File: config.mk
export PLATFORM = sky130hd
export DESIGN_NAME = sha256_round_ctrl
export DESIGN_NICKNAME = d
export VERILOG_FILES = /design/src/rtl/sha256_pkg.sv /design/src/rtl/sha256_round_cnt.sv /design/src/rtl/sha256_round_ctrl.sv
export SDC_FILE = /design/constraint.sdc
export NUM_CORES = 1
export LEC_CHECK = 0
export ABC_AREA = 1
export CORE_UTILIZATION = 44
export CTS_CLUSTER_DIAMETER = 80
export DETAILED_ROUTE_END_ITERATION = 10
export PLACE_DENSITY = 0.78
export RECOVER_POWER = 25
export SYNTH_ARGS = -nofsm -noshare
export SYNTH_HDL_FRONTEND = slang
export SYNTH_SLANG_ARGS = --single-unit
export TNS_END_PERCENT = 50
File: constraint.sdc
create_clock -name CLK -period 2.4 [get_ports CLK]
set_clock_uncertainty 0.1 [all_clocks]
set_input_delay 0.72 -clock CLK [delete_from_list [all_inputs] [get_ports CLK]]
set_output_delay 0.72 -clock CLK [all_outputs]
set_load 0.01 [all_outputs]
File: src/rtl/sha256_pkg.sv
// Shared SHA-256 controller constants and state encoding.
// Pure declarations; no latency and no flow control of its own.
package sha256_pkg;

    localparam int SHA256_ROUNDS   = 64;
    localparam int SHA256_W_DIRECT = 16;
    localparam int SHA256_RND_W    = 6;

    typedef enum logic [2:0] {
        ST_IDLE   = 3'd0,
        ST_LOAD   = 3'd1,
        ST_ROUND  = 3'd2,
        ST_UPDATE = 3'd3,
        ST_DONE   = 3'd4
    } state_t;

endpackage

File: src/rtl/sha256_round_cnt.sv
// Round index counter: clear has priority, wraps to 0 after ROUNDS-1.
// Count visible one cycle after enable; no flow control.
module sha256_round_cnt
    import sha256_pkg::*;
#(
    parameter int ROUNDS = SHA256_ROUNDS
) (
    input  logic                    CLK,
    input  logic                    RST,
    input  logic                    clr,
    input  logic                    en,
    output logic [SHA256_RND_W-1:0] cnt,
    output logic                    tc
);

    assign tc = (cnt == SHA256_RND_W'(ROUNDS - 1));

    always_ff @(posedge CLK or posedge RST) begin
        if (RST) begin
            cnt <= '0;
        end else if (clr) begin
            cnt <= '0;
        end else if (en) begin
            cnt <= tc ? '0 : cnt + SHA256_RND_W'(1);
        end
    end

endmodule

File: src/rtl/sha256_round_ctrl.sv
// SHA-256 block sequencer: start at +1, ROUNDS round cycles, upd_en, digest_valid on last block.
// blk_ready only in IDLE, so upstream holds the block; SHA256_CTRL_ABORT_EN adds an abort input.
module sha256_round_ctrl
    import sha256_pkg::*;
#(
    parameter int ROUNDS = SHA256_ROUNDS
) (
    input  logic                    CLK,
    input  logic                    RST,
    input  logic                    blk_valid,
    input  logic                    blk_first,
    input  logic                    blk_last,
`ifdef SHA256_CTRL_ABORT_EN
    input  logic                    abort,
`endif
    output logic                    blk_ready,
    output logic                    start,
    output logic                    sel_A,
    output logic [SHA256_RND_W-1:0] round,
    output logic                    round_en,
    output logic                    w_sel,
    output logic                    upd_en,
    output logic                    digest_valid,
    output logic                    busy
);

    state_t state;
    state_t state_nxt;
    logic   first_q;
    logic   last_q;
    logic   msg_open;
    logic   accept;
    logic   abort_hit;
    logic   rnd_tc;

    // blk_ready is a flop that mirrors state==IDLE
    assign accept = blk_valid & blk_ready;

`ifdef SHA256_CTRL_ABORT_EN
    assign abort_hit = abort & (state != ST_IDLE);
`else
    assign abort_hit = 1'b0;
`endif

    always_comb begin
        state_nxt = state;
        case (state)
            ST_IDLE:   if (accept) state_nxt = ST_LOAD;
            ST_LOAD:   state_nxt = ST_ROUND;
            ST_ROUND:  if (rnd_tc) state_nxt = ST_UPDATE;
            ST_UPDATE: state_nxt = last_q ? ST_DONE : ST_IDLE;
            ST_DONE:   state_nxt = ST_IDLE;
            default:   state_nxt = ST_IDLE;
        endcase
        if (abort_hit) state_nxt = ST_IDLE;
    end

    sha256_round_cnt #(
        .ROUNDS (ROUNDS)
    ) u_cnt (
        .CLK (CLK),
        .RST (RST),
        .clr ((state == ST_LOAD) | abort_hit),
        .en  (state == ST_ROUND),
        .cnt (round),
        .tc  (rnd_tc)
    );

    always_ff @(posedge CLK or posedge RST) begin
        if (RST) begin
            state        <= ST_IDLE;
            first_q      <= 1'b0;
            last_q       <= 1'b0;
            msg_open     <= 1'b0;
            blk_ready    <= 1'b1;
            start        <= 1'b0;
            round_en     <= 1'b0;
            upd_en       <= 1'b0;
            digest_valid <= 1'b0;
            busy         <= 1'b0;
        end else begin
            state <= state_nxt;
            if (accept) begin
                first_q <= blk_first;
                last_q  <= blk_last;
            end
            if (abort_hit) begin
                msg_open <= 1'b0;
            end else if (state == ST_LOAD) begin
                msg_open <= 1'b1;
            end else if ((state == ST_UPDATE) && last_q) begin
                msg_open <= 1'b0;
            end
            blk_ready    <= (state_nxt == ST_IDLE);
            start        <= (state_nxt == ST_LOAD);
            round_en     <= (state_nxt == ST_ROUND);
            upd_en       <= (state_nxt == ST_UPDATE);
            digest_valid <= (state_nxt == ST_DONE);
            busy         <= (state_nxt != ST_IDLE);
        end
    end

    // msg_open still holds its pre-block value while start is high
    assign sel_A = start & (first_q | ~msg_open);
    assign w_sel = round_en & (round < SHA256_RND_W'(SHA256_W_DIRECT));

endmodule

==> flow_metrics.py <==
metrics = {
    "final_layout": {
        "multi_input_area_um2": 284,
        "fin_area_um2": 1030,
        "nets": 116,
        "drive_gt1_share_pct": 14.7,
        "antennaDiodeCount": 0,
        "seq_area_um2": 452,
        "syn2layout_area_growth_pct": 28.5,
        "fillerInstances": 172,
    },
    "global_routing": {
        "antenna_found_initial": 0,
        "grt_pass1_vias": 528,
        "grt.overflow.total": 0,
        "grtUsageTotal_pct": 15.4,
        "grt_pass1_wl_mm": 2.21,
        "grt_max_degree": 19,
    },
    "cts": {
        "tritoncts": "built",
        "htreeDepth": 1,
        "cts-root-buf": "clkbuf_4",
        "cts_buffer_depth": 2,
        "cts_buffers": 3,
        "hold_buffers": 0,
        "cts_resized": 0,
        "clk_latency_ns": 0.28,
        "cts_setup_buffers": 0,
        "clk_pin_slew_ns": 0.10,
        "clock_sinks": 18,
    },
    "routing": {
        "drt-total-wl_mm": 1.39,
        "wl_met3_um": 68,
        "top_layer": "met3",
        "routed-wl-met2_um": 659,
        "first_pass_iters": 4,
        "drt_iter0_drc": 7,
        "drt-wirelength-per-cell_um": 10.3,
        "vias_per_cell": 4.53,
        "drc": 0,
        "route.antenna.remaining_nets": 0,
        "wl_met1_um": 658,
        "num_vias": 607,
    },
    "logic_synthesis": {
        "ys_types": 22,
        "yosysTopAreaCell": "dfrtp_1",
        "yosysMostFrequentCell": "nand2_1",
        "yosys_warnings": 0,
        "synthTopCellsByArea": "dfrtp_1, nand2_1, inv_1",
        "syn_nets": 92,
        "ys.flop_type": "dfrtp_1",
        "syn_area_um2": 805,
        "avgSynthCellArea_um2": 9.35,
        "synth_edf_count": 0,
        "ys_top_cells_by_count": "nand2_1, dfrtp_1, inv_1",
        "synth_seq_cells": 18,
        "postSynth.asyncResetShare_pct": 100,
        "syn_inst": 86,
        "seq_area_frac_synth_pct": 56.1,
        "synth_top_area_share_pct": 52.9,
    },
    "setup_path": {
        "crit_arrival_ns": 1.48,
        "cp_max_fo": 6,
        "cp.required_ns": 1.58,
        "end_kind": "output pin",
        "start_kind": "flip-flop",
        "worstSetupPathType": "reg -> out",
    },
    "floorplan": {
        "core-area_um2": 1730,
        "initial_core_util_pct": 46.6,
        "die-area_um2": 2000,
        "rows": 15,
        "die_h_um": 44.8,
        "io-pin-count": 19,
        "fp.dieW_um": 44.8,
    },
    "pwr": {
        "power_frac_seq_pct": 65.4,
        "switching_share_pct": 19.5,
        "pwr-share-clk_pct": 32.0,
        "leakage_nw": 0.530,
        "pwr-share-comb_pct": 2.6,
        "power_per_cell_area_nw_per_um2": 449,
        "intPower_mw": 0.373,
        "vdd_drop_max_mv": 0.259,
        "power.switching_mw": 0.0905,
    },
    "timing": {
        "finalSetupViolCount": 0,
        "fin_tns_setup_ns": 0,
        "finalCritPeriodShare_pct": 96.0,
        "fmax_ghz": 0.434,
        "slew_viol_final": 0,
        "hold_violations": 0,
        "fin_crit_ns": 2.30,
        "slew_headroom_pct": 37.5,
        "rsz0062_at_grt": "no",
        "setup_slack_ns": 0.0965,
        "worst_slew_pin_slew_ns": 0.937,
    },
    "placed_design": {
        "dpl_cell_area_um2": 1020,
        "dpl.hpwl_mm": 1.09,
        "numPortBuffers": 18,
        "dp_slack_ns": 0.397,
        "gp_congestion": 0.727,
    },
    "run": {
        "drv_cap": 0,
    },
    "run_status": {
        "status": "complete, no violations",
    },
    "worst_hold_path": {
        "min_path_type": "reg -> reg",
    },
}
[state kept, by name, summed over array words and instances (netlist names)]
signal / flops
blk_ready: 1
round_en: 1
busy: 1
msg_open: 1
state: 3
upd_en: 1
start: 1
first_q: 1
last_q: 1
u_cnt.cnt: 6
digest_valid: 1
[layer usage]
layer | track usage (%) | vias up
met5 | 0 | -
met4 | 3.64 | 0
met3 | 4.40 | 0
met2 | 26.8 | 15
met1 | 19.1 | 280
li1 | - | 312
[path summary, 6_finish.rpt]
check,start,to,slack [ns],depth (start not counted)
max,u_cnt.cnt[4],w_sel,0.1,2
max in group asynchronous,RST,msg_open,0.59,3
max reg2reg,u_cnt.cnt[0],u_cnt.cnt[0],1.09,6
min reg2reg,first_q,first_q,0.40,2
min,first_q,first_q,0.40,2
min in group asynchronous,RST,first_q,1.04,3
[worst max-delay path: stages (launching register included)]
cell             delay (ns)
dfrtp_1                0.44
nor3b_1                0.21
clkdlybuf4s50_1        0.56
[cells by family after synthesis]
kind of cell,after synthesis,share of synthesized area (%)
buf+inv,15,7.00
simple gates,45,29.9
compound gates,6,4.35
xor+xnor,1,1.09
fa+ha+maj,1,1.55
flops,18,56.1
[cells in the final DEF (no fill, tap or decap), drive strengths merged, types with 3 or more instances in the layout]
master | synthesis | routed
clkbuf | 0 | 5
clkdlybuf4s50 | 0 | 17
dfrtp | 17 | 17
inv | 15 | 15
nand2 | 27 | 27
nand3 | 8 | 8
nor2 | 8 | 8
o21ai | 3 | 3
[area by class of cell]
class	count	area share, %
flip-flops and latches	18	43.7
clock buffers	4	2.54
inverters	15	5.45
well taps	25	3.03
repair buffers	19	17.8
multi-input cells	53	27.5
[power by group through the flow]
stage / Sequential [mW] / Combinational [mW] / Clock [mW]
3_5_place_dp: 0.309 / 0.0140 / 0
2_1_floorplan: 0.309 / 0.00455 / 0
3_3_place_gp: 0.309 / 0.0137 / 0
4_1_cts: 0.303 / 0.0140 / 0.156
5_1_grt: 0.303 / 0.0141 / 0.167
6_report: 0.303 / 0.0122 / 0.148
[metrics by stage]
step / utilization, % / hold slack [ns] / power (mW) / std cells
finish: 59.9 / 0.399 / 0.464 / 134
CTS: 60.8 / 0.399 / 0.473 / 134
detailed placement: 59.3 / 0.377 / 0.323 / 130
global route: 59.9 / 0.437 / 0.484 / 134
floorplan: - / 0.349 / 0.314 / 86
global placement: 59.3 / 0.368 / 0.323 / 130
Note: power is estimated with default switching activity, not from simulation.
